**src/rtl/rr_bus_arbiter_n.sv**
```systemverilog
// N-way round-robin bus arbiter with a per-grant hold quantum.
// Drives a registered one-hot grant plus binary grant_id/grant_valid for the bus mux select.
module rr_bus_arbiter_n #(
    parameter int unsigned N        = 4,
    parameter int unsigned MAX_HOLD = 4
) (
    input  logic                         clk,
    input  logic                         rst,
    input  logic [N-1:0]                 req,
    output logic [N-1:0]                 grant,
    output logic                         grant_valid,
    output logic [$clog2(N)-1:0]         grant_id
);

    localparam int unsigned IDW = $clog2(N);
    localparam int unsigned CW  = $clog2(MAX_HOLD + 1);

    typedef enum logic [1:0] {
        IDLE  = 2'b00,
        OWNED = 2'b01
    } state_t;

    state_t         state, next_state;
    logic [IDW-1:0] owner, next_owner;
    logic [CW-1:0]  hold_cnt, next_cnt;

    logic [N-1:0]   owner_hot;
    logic           owner_req;
    logic           owner_bad;
    logic           found_all, found_other;
    logic [IDW-1:0] win_all, win_other;

    assign owner_hot = N'(1) << owner;
    assign owner_req = |(req & owner_hot);
    assign owner_bad = 32'(owner) >= N;

    // Rotating search from owner+1 upward; owner itself is visited last.
    always_comb begin
        int unsigned idx;
        found_all   = 1'b0;
        found_other = 1'b0;
        win_all     = owner;
        win_other   = owner;
        idx         = 0;
        for (int unsigned i = 1; i <= N; i++) begin
            idx = (32'(owner) + i) % N;
            if (!found_all && req[idx]) begin
                found_all = 1'b1;
                win_all   = IDW'(idx);
            end
            if (!found_other && req[idx] && (idx != 32'(owner))) begin
                found_other = 1'b1;
                win_other   = IDW'(idx);
            end
        end
    end

    // Next-state and next-owner decision.
    always_comb begin
        next_state = state;
        next_owner = owner;
        next_cnt   = hold_cnt;
        if (owner_bad) begin
            next_state = IDLE;
            next_owner = IDW'(N - 1);
            next_cnt   = '0;
        end else begin
            case (state)
                IDLE: begin
                    if (found_all) begin
                        next_state = OWNED;
                        next_owner = win_all;
                        next_cnt   = CW'(1);
                    end
                end
                OWNED: begin
                    if (!owner_req) begin
                        if (found_other) begin
                            next_owner = win_other;
                            next_cnt   = CW'(1);
                        end else begin
                            next_state = IDLE;
                            next_cnt   = '0;
                        end
                    end else if (hold_cnt < CW'(MAX_HOLD)) begin
                        next_cnt = hold_cnt + CW'(1);
                    end else if (found_other) begin
                        next_owner = win_other;
                        next_cnt   = CW'(1);
                    end
                end
                default: begin
                    next_state = IDLE;
                    next_owner = IDW'(N - 1);
                    next_cnt   = '0;
                end
            endcase
        end
    end

    // State and outputs registered together so grant always matches owner.
    always_ff @(posedge clk or negedge rst) begin
        if (!rst) begin
            state       <= IDLE;
            owner       <= IDW'(N - 1);
            hold_cnt    <= '0;
            grant       <= '0;
            grant_valid <= 1'b0;
            grant_id    <= IDW'(N - 1);
        end else begin
            state       <= next_state;
            owner       <= next_owner;
            hold_cnt    <= next_cnt;
            grant       <= (next_state == OWNED) ? (N'(1) << next_owner) : '0;
            grant_valid <= (next_state == OWNED);
            grant_id    <= next_owner;
        end
    end

endmodule

```
**config.mk**
```make
export PLATFORM = sky130hd
export DESIGN_NAME = rr_bus_arbiter_n
export DESIGN_NICKNAME = d
export VERILOG_FILES = /design/src/rtl/rr_bus_arbiter_n.sv
export SDC_FILE = /design/constraint.sdc
export NUM_CORES = 1
export LEC_CHECK = 0
export BUFFER_PORTS_ARGS = -buffer_cell sky130_fd_sc_hd__buf_4
export CORE_ASPECT_RATIO = 2
export CORE_MARGIN = 3
export CORE_UTILIZATION = 30
export DETAILED_ROUTE_END_ITERATION = 10
export PLACE_DENSITY = 0.5
export SLEW_MARGIN = 25
export SYNTH_ARGS = -nofsm -noshare
export SYNTH_HDL_FRONTEND = slang
export SYNTH_SLANG_ARGS = --single-unit
```
**constraint.sdc**
```tcl
create_clock -name clk -period 7.25 [get_ports clk]
set_clock_uncertainty 0.15 [all_clocks]
set_input_delay 1.0875 -clock clk [delete_from_list [all_inputs] [get_ports clk]]
set_output_delay 1.0875 -clock clk [all_outputs]
set_load 0.05 [all_outputs]
```
==> run_results.csv, run 1 <==
group,metric,value,unit
clocking,ctsResizeCount,0,
layout,most-common-layout-cells,"12 x buf_4, 10 x dfrtp_1, 8 x inv_1",
synth,ys_ff_latch,12,
critical_path,max_stage_delay,0.71,ns
critical_path,cp_slowest_cell,"dfstp_2",
floorplanning,dieArea,0.00356,mm²
routing,vias,730,
routing,firstDrtPassIters,4,
timing,worstMarginPinSlew,0.690,ns
floorplanning,coreArea,0.00264,mm²
power_and_ir_drop,ir_drop,118,µV
timing,fmax,349,MHz
timing,fin_crit_sh,39.6,%
clocking,ctsHoldBuffers,0,
min_path,hold_class,"flip-flop to flip-flop",
timing,holdWs,0.389,ns
timing,slew_headroom,52.8,%
clocking,insertion_delay,0.24,ns
layout,fin_area,992,µm²
timing,period_minus_slack,2.87,ns
clocking,clock_path_buffers,2,
critical_path,cp_data_arrival_time,2.84,ns
critical_path,critPathMaxFanout,16,
place,dp_hpwl,1.55,mm
synth,synth_flop_cell,"dfrtp_1",
layout,fin_nets,111,
clocking,cts_setup_buffers,0,
routing,drcViolationCount,0,
power_and_ir_drop,power_density,334,mW/mm²
timing,finalSetupTns,0,ns
critical_path,setup.worst_path.class,"flip-flop to flip-flop",
timing,rsz0062_at_grt,"false",
synth,synthesis.nets,98,
synth,synth_area,855,µm²
critical_path,endpoint_kind,"flip-flop",
min_path,whs_endpoint,"hold_cnt[1]",
clocking,cts_made_buffers,3,
floorplanning,die_x,43.7,µm
timing,hold_viol,0,
global_routing,grt-ovfl-total,0,
clocking,clock-root-buffer,"clkbuf_8",
critical_path,r2r-end,"grant[2]",
synth,ys_async_sr_fraction,100,%
power_and_ir_drop,total_power,332,µW
power_and_ir_drop,p_leak,0.000469,µW
synth,syn_inst,87,
synth,ys_seq_area_share,35.4,%
routing,wire_per_inst,15.3,µm
layout,syn_to_final_growth,16.1,%
layout,final_common_cell,"buf_4",
synth,ys_types,38,
critical_path,reg2reg_depth,7,
outcome,status,"complete, no violations",
critical_path,cp.required,7.22,ns
min_path,hold_depth,2,
synth,yosys_warnings,0,
min_path,hold_start,"hold_cnt[1]",
clocking,htree_levels,1,
timing,drv_slew,0,
floorplanning,rows,26,
routing,antenna_left,0,
timing,setup_violations,0,
synth,synth_edf_count,0,
critical_path,rr_startpoint,"owner[0]",
job,drv_cap,0,
global_routing,antenna_found_initial,0,
floorplanning,start_util,32.4,%
global_routing,grt_first_pass_wirelength,3.37,mm
layout,diodes,0,
critical_path,worst_setup_path_start_kind,"flip-flop",
floorplanning,num_io_pins,13,
clocking,cts_tree,"yes",
routing,finalWirelength,1.95,mm
floorplanning,die_y,81.5,µm
layout,drive_gt1_share,23.2,%
global_routing,grt_pass1_vias,769,
place,io_buffers,12,
clocking,cts.sinks,12,
critical_path,cp_cell_sequence,"inv_1, ha_1, a22o_1, o21ai_0, o311ai_1, or3_1, and4b_1",
global_routing,globalRouteTotalUtil,12.7,%
critical_path,r2r_slack,4.38,ns
routing,drt_iter0_markers,10,
place,gp_congestion,0.810,
clocking,clkTransAtPathRegs,0.05,ns
place,dpl_cell_area,947,µm²
routing,vias_per_cell,5.75,
synth,synth.avg_cell_area,9.82,µm²
global_routing,grt_max_degree,17,
-- cell usage after synthesis (2+ instances only) --
master	instances	area share (%)
inv_1	8	3.5
nor2_1	7	3.1
o21ai_0	4	2.3
a21oi_1	3	1.8
a31oi_1	3	2.2
dfrtp_1	10	29
o211a_1	2	2.3
ha_1	5	7.3
mux2_2	3	4.0
dfstp_2	2	6.1
or3_1	2	1.5
o21ai_1	2	1.2
nand3_1	2	1.2
buf_2	2	1.2
nand4b_1	2	2.1
nand2b_1	2	1.5
nand2_1	4	1.8
mux2i_1	2	2.3
buf_6	2	2.6
a22o_1	2	2.1
-- flip-flops by register name, indices dropped and copies added (netlist names) --
signal       count
owner            2
state            2
grant_valid      1
grant            4
hold_cnt         3
-- through the flow --
| stage | utilization (%) | setup slack, ns | instances |
|---|---|---|---|
| 2_1_floorplan | - | 4.37 | 87 |
| 3_3_place_gp | 35.9 | 4.23 | 123 |
| 3_5_place_dp | 35.9 | 4.24 | 123 |
| 4_1_cts | 37.7 | 4.36 | 127 |
| 5_1_grt | 37.7 | 4.01 | 127 |
| 6_report | 37.7 | 4.38 | 127 |
-- per-layer routing --
metal	vias to the layer above	part of all wire (%)	routed length, µm	GRT usage, %
met1	358	37	719	12.2
met2	14	56	1090	22.5
met5	-	0	0	0
met4	0	4.2	82	10.3
li1	350	-	-	-
met3	8	2.8	55	2.41
-- cells by family after synthesis --
family / after synthesis / share of synthesized area, %
AOI/OAI and AO/OA: 26 / 23.0
and+or+nand+nor: 25 / 17.1
buffers and inverters: 12 / 7.32
DFF: 12 / 35.4
muxes: 6 / 9.37
adders and majority gates: 5 / 7.32
other: 1 / 0.439
-- worst max-delay path, delay by kind of cell, from the launching register on --
family,cells,cell delay [ns]
AOI/OAI and AO/OA,3,0.87
DFF,1,0.71
and+or+nand+nor,2,0.64
adders and majority gates,1,0.22
buffers and inverters,1,0.16
-- layout make-up --
| type | instances | area [µm²] |
|---|---|---|
| Multi-Input combinational cell | 63 | 489 |
| Sequential cell | 12 | 303 |
| Tap cell | 28 | 35.0 |
| Timing Repair Buffer | 12 | 90.1 |
| Fill cell | 276 | 1640 |
| Inverter | 8 | 30.0 |
| Clock buffer | 4 | 45.0 |
-- how the worst max path moves through the flow --
stage               depth (start not counted)  slack (ns)     start          end
floorplan                                   8        4.37  owner[0]     grant[2]
global placement                            6        4.23    req[1]  hold_cnt[0]
detailed placement                          6        4.24    req[1]     grant[2]
CTS                                         7        4.36  owner[0]     grant[2]
global route                                7        4.01  owner[0]     grant[0]
finish                                      7        4.38  owner[0]     grant[2]
-- power by group --
group | switching (µW) | internal [µW]
sequential | 22.5 | 84.7
clock | 22.2 | 38.5
combinational | 101 | 63.1
Note: power is estimated with default switching activity, not from simulation.
==> run 2: changes to the inputs <==
Clock period 7.25 ns to 2.8 ns, I/O delays scaled along.
==> run_results.csv, run 2 (synthesized netlist as in run 1, its figures left out) <==
group,metric,value,unit
place,dp_hpwl,1.59,mm
floorplanning,coreArea,0.00264,mm²
floorplanning,die_y,81.5,µm
routing,wire_per_inst,15.0,µm
floorplanning,start_util,32.4,%
critical_path,rr_startpoint,"owner[0]",
critical_path,endpoint_kind,"flip-flop",
job,drv_cap,0,
routing,drcViolationCount,0,
timing,rsz0062_at_grt,"false",
timing,drv_slew,0,
critical_path,cp.required,2.83,ns
critical_path,worst_setup_path_start_kind,"flip-flop",
min_path,hold_class,"primary input to flip-flop",
clocking,clock_path_buffers,2,
clocking,clkTransAtPathRegs,0.05,ns
critical_path,crit_end,"grant[2]",
routing,vias_per_cell,5.63,
routing,drt_iter0_markers,23,
power_and_ir_drop,p_leak,0.000504,µW
timing,hold_viol,0,
global_routing,grt_max_degree,16,
timing,fin_ws,0.188,ns
timing,fin_crit_sh,93.3,%
timing,setup_violations,0,
floorplanning,rows,26,
critical_path,r2r_slack,0.19,ns
timing,holdWs,0.390,ns
clocking,cts_tree,"yes",
critical_path,cp_data_arrival_time,2.64,ns
routing,firstDrtPassIters,4,
clocking,ctsResizeCount,0,
clocking,cts_setup_buffers,0,
place,gp_congestion,0.850,
critical_path,setup.worst_path.class,"flip-flop to flip-flop",
min_path,hold_depth,4,
outcome,status,"complete, no violations",
layout,drive_gt1_share,27.6,%
clocking,htree_levels,1,
layout,largest_reg_flops,4,
clocking,clock-root-buffer,"clkbuf_8",
place,dp_cells,128,
global_routing,antenna_found_initial,0,
clocking,insertion_delay,0.24,ns
timing,fmax,383,MHz
routing,vias,749,
routing,finalWirelength,2.00,mm
global_routing,grt_pass1_vias,809,
floorplanning,num_io_pins,13,
place,preCtsSetupSlack,0.194,ns
critical_path,reg2reg_depth,7,
layout,fin_nets,117,
layout,final_common_cell,"buf_4",
power_and_ir_drop,power_density,877,mW/mm²
clocking,cts_made_buffers,3,
critical_path,setup.worst_path.start,"owner[0]",
layout,regMostFlops,"grant",
critical_path,r2r-end,"grant[2]",
global_routing,grt_first_pass_wirelength,3.61,mm
floorplanning,dieArea,0.00356,mm²
power_and_ir_drop,ir_drop,372,µV
layout,final_cells,133,
clocking,ctsHoldBuffers,1,
clocking,cts.sinks,12,
timing,period_minus_slack,2.61,ns
routing,antenna_left,0,
global_routing,globalRouteTotalUtil,13.5,%
place,io_buffers,12,
layout,fin_util,40.0,%
layout,reg_top3,"grant: 4 flops, hold_cnt: 3 flops",
critical_path,critPathMaxFanout,4,
global_routing,grt-ovfl-total,0,
layout,diodes,0,
layout,syn_to_final_growth,23.3,%
timing,finalSetupTns,0,ns
layout,most-common-layout-cells,"17 x buf_4, 10 x dfrtp_1, 8 x inv_1",
floorplanning,die_x,43.7,µm
[run 2: cell count changes in the layout (fill, tap and decap cells not counted)]
| cell | before | now |
|---|---|---|
| dfstp_4 | 0 | 1 |
| clkbuf_1 | 1 | 0 |
| clkbuf_8 | 3 | 4 |
| dlygate4sd3_1 | 0 | 1 |
| dfstp_2 | 2 | 1 |
| buf_4 | 12 | 17 |
[run 2: layout make-up]
| type | instances | area, µm² |
|---|---|---|
| fillers | 269 | 1580 |
| multi-input cells | 63 | 489 |
| flip-flops and latches | 12 | 307 |
| repair buffers | 18 | 138 |
| clock buffers | 4 | 55.1 |
| well taps | 28 | 35.0 |
| inverters | 8 | 30.0 |
[run 2: worst min path at each step]
stage / from / slack [ns] / to
6_report: req[0] / 0.39 / grant[3]
5_1_grt: rst / 0.42 / grant[1]
4_1_cts: req[0] / 0.39 / grant[3]
3_5_place_dp: rst / 0.12 / hold_cnt[1]
3_3_place_gp: rst / 0.12 / hold_cnt[1]
2_1_floorplan: rst / -0.03 / grant[0]
[run 2: metrics by stage]
stage | area (µm²) | power [µW]
global placement | 988 | 735
global route | 1050 | 992
CTS | 1050 | 932
floorplan | 861 | 603
detailed placement | 988 | 739
finish | 1050 | 924
[run 2: power by group]
group	internal, µW	total [µW]	leakage (µW)	switching [µW]
clock	124	189	0.0000288	64.5
sequential	220	238	0.000150	17.6
combinational	189	497	0.000325	308
total	534	924	0.000504	390
[run 2: critical path: stages (launching register included)]
cell     delay [ns]
dfstp_4        0.61
inv_1          0.08
ha_1           0.20
a22o_1         0.25
o211a_1        0.26
o211a_1        0.25
or4_4          0.50
and4b_1        0.25
[run 2: routing by layer]
layer	GRT usage (%)	vias to the layer above	share of wire (%)	wire length, µm
li1	-	367	-	-
met1	13.1	369	38	768
met2	25.6	11	57	1150
met3	0.877	2	2.1	42
met4	9.06	0	2.0	40
met5	0	-	0	0
==> run 3: changes to the inputs <==
Settings changed: CELL_PAD_IN_SITES_DETAIL_PLACEMENT from default to 0, CELL_PAD_IN_SITES_GLOBAL_PLACEMENT from default to 1, HOLD_SLACK_MARGIN from default to 0.03, MAX_ROUTING_LAYER from default to met4, PLACE_DENSITY 0.5 to 0.6.
==> run_results.csv, run 3 (synthesized netlist as in run 1, its figures left out) <==
group,metric,value,unit
critical_path,endpoint_kind,"flip-flop",
timing,fmax,376,MHz
global_routing,grt-ovfl-total,0,
global_routing,globalRouteTotalUtil,13.5,%
critical_path,cp_data_arrival_time,2.69,ns
layout,most-common-layout-cells,"17 x buf_4, 10 x dfrtp_1, 8 x inv_1",
layout,fill_cells,270,
floorplanning,die_y,81.5,µm
global_routing,antenna_found_initial,0,
layout,regMostFlops,"grant",
critical_path,reg2reg_depth,7,
layout,multi_input_area,489,µm²
min_path,hold_class,"flip-flop to flip-flop",
floorplanning,start_util,32.4,%
timing,period_minus_slack,2.66,ns
routing,drcViolationCount,0,
layout,reg_top3,"grant: 4 flops, hold_cnt: 3 flops",
timing,setup_violations,0,
routing,firstDrtPassIters,4,
layout,largest_reg_flops,4,
place,gp_congestion,0.804,
clocking,htree_levels,1,
routing,vias_per_cell,5.55,
routing,vias,738,
floorplanning,dieArea,0.00356,mm²
critical_path,setup.worst_path.class,"flip-flop to flip-flop",
place,io_buffers,12,
critical_path,rr_startpoint,"owner[0]",
layout,ff_latch_area,307,µm²
timing,rsz0062_at_grt,"false",
power_and_ir_drop,power_density,885,mW/mm²
clocking,cts_tree,"yes",
outcome,status,"complete, no violations",
clocking,cts.sinks,12,
layout,fin_nets,117,
global_routing,grt_max_degree,13,
critical_path,worst_setup_path_start_kind,"flip-flop",
routing,antenna_left,0,
clocking,ctsHoldBuffers,1,
critical_path,cp.required,2.83,ns
routing,drt_iter0_markers,10,
floorplanning,die_x,43.7,µm
clocking,clkTransAtPathRegs,0.06,ns
clocking,clock-root-buffer,"clkbuf_8",
timing,fin_ws,0.142,ns
floorplanning,num_io_pins,13,
clocking,cts_setup_buffers,0,
layout,final_common_cell,"buf_4",
timing,fin_crit_sh,94.9,%
place,preCtsSetupSlack,0.154,ns
timing,hold_viol,0,
power_and_ir_drop,p_leak,0.000504,µW
layout,drive_gt1_share,27.6,%
clocking,cts_made_buffers,3,
place,dp_hpwl,1.70,mm
timing,holdWs,0.389,ns
critical_path,r2r-end,"grant[2]",
global_routing,grt_pass1_vias,734,
global_routing,grt_first_pass_wirelength,3.48,mm
critical_path,crit_end,"grant[2]",
floorplanning,coreArea,0.00264,mm²
power_and_ir_drop,ir_drop,315,µV
layout,syn_to_final_growth,23.3,%
routing,finalWirelength,2.11,mm
clocking,clock_path_buffers,2,
timing,finalSetupTns,0,ns
job,drv_cap,0,
layout,diodes,0,
critical_path,critPathMaxFanout,8,
routing,wire_per_inst,15.9,µm
floorplanning,rows,26,
clocking,ctsResizeCount,0,
timing,drv_slew,0,
clocking,insertion_delay,0.24,ns
critical_path,r2r_slack,0.14,ns
critical_path,setup.worst_path.start,"owner[0]",
run 3: cell counts in the layout (fill, tap and decap cells not counted):
No cell type changed its count.
run 3: worst min-delay path by stage:
stage | endpoint | start | cells after the start | slack [ns]
6_report | hold_cnt[1] | hold_cnt[1] | 2 | 0.39
5_1_grt | hold_cnt[0] | rst | 2 | 0.41
4_1_cts | hold_cnt[1] | hold_cnt[1] | 2 | 0.39
3_5_place_dp | hold_cnt[1] | rst | 1 | 0.12
3_3_place_gp | hold_cnt[1] | rst | 1 | 0.12
2_1_floorplan | grant[0] | rst | 0 | -0.03
run 3: power breakdown:
part | internal [µW] | switching, µW
logic | 188 | 291
clock network | 124 | 68.2
registers | 222 | 39.0
run 3: routing by layer:
metal	track usage, %	wire length (µm)	vias up
met1	12.9	769	356
met4	7.25	38	0
met3	1.32	56	4
li1	-	-	362
met5	-	0	-
met2	25.1	1250	16
run 3: critical path: stages (launching register included):
cell,delay [ns]
dfstp_4,0.67
inv_1,0.10
ha_1,0.20
a22o_1,0.25
o211a_1,0.26
o211a_1,0.24
or4_4,0.48
and4b_1,0.24
run 3: cell type report:
| class | count | area share (%) |
|---|---|---|
| timing repair buffer | 18 | 13.1 |
| multi-input combinational | 63 | 46.4 |
| sequential | 12 | 29.1 |
| tap | 28 | 3.33 |
| clock buffer | 4 | 5.23 |
| inverter | 8 | 2.85 |
run 3: per-stage QoR:
| step | util, % | total power, µW | instances | instance area [µm²] |
|---|---|---|---|---|
| floorplan | - | 603 | 87 | 861 |
| CTS | 40.0 | 942 | 133 | 1050 |
| detailed placement | 37.5 | 745 | 128 | 988 |
| finish | 40.0 | 933 | 133 | 1050 |
| global route | 40.0 | 993 | 133 | 1050 |
| global placement | 37.5 | 742 | 128 | 988 |
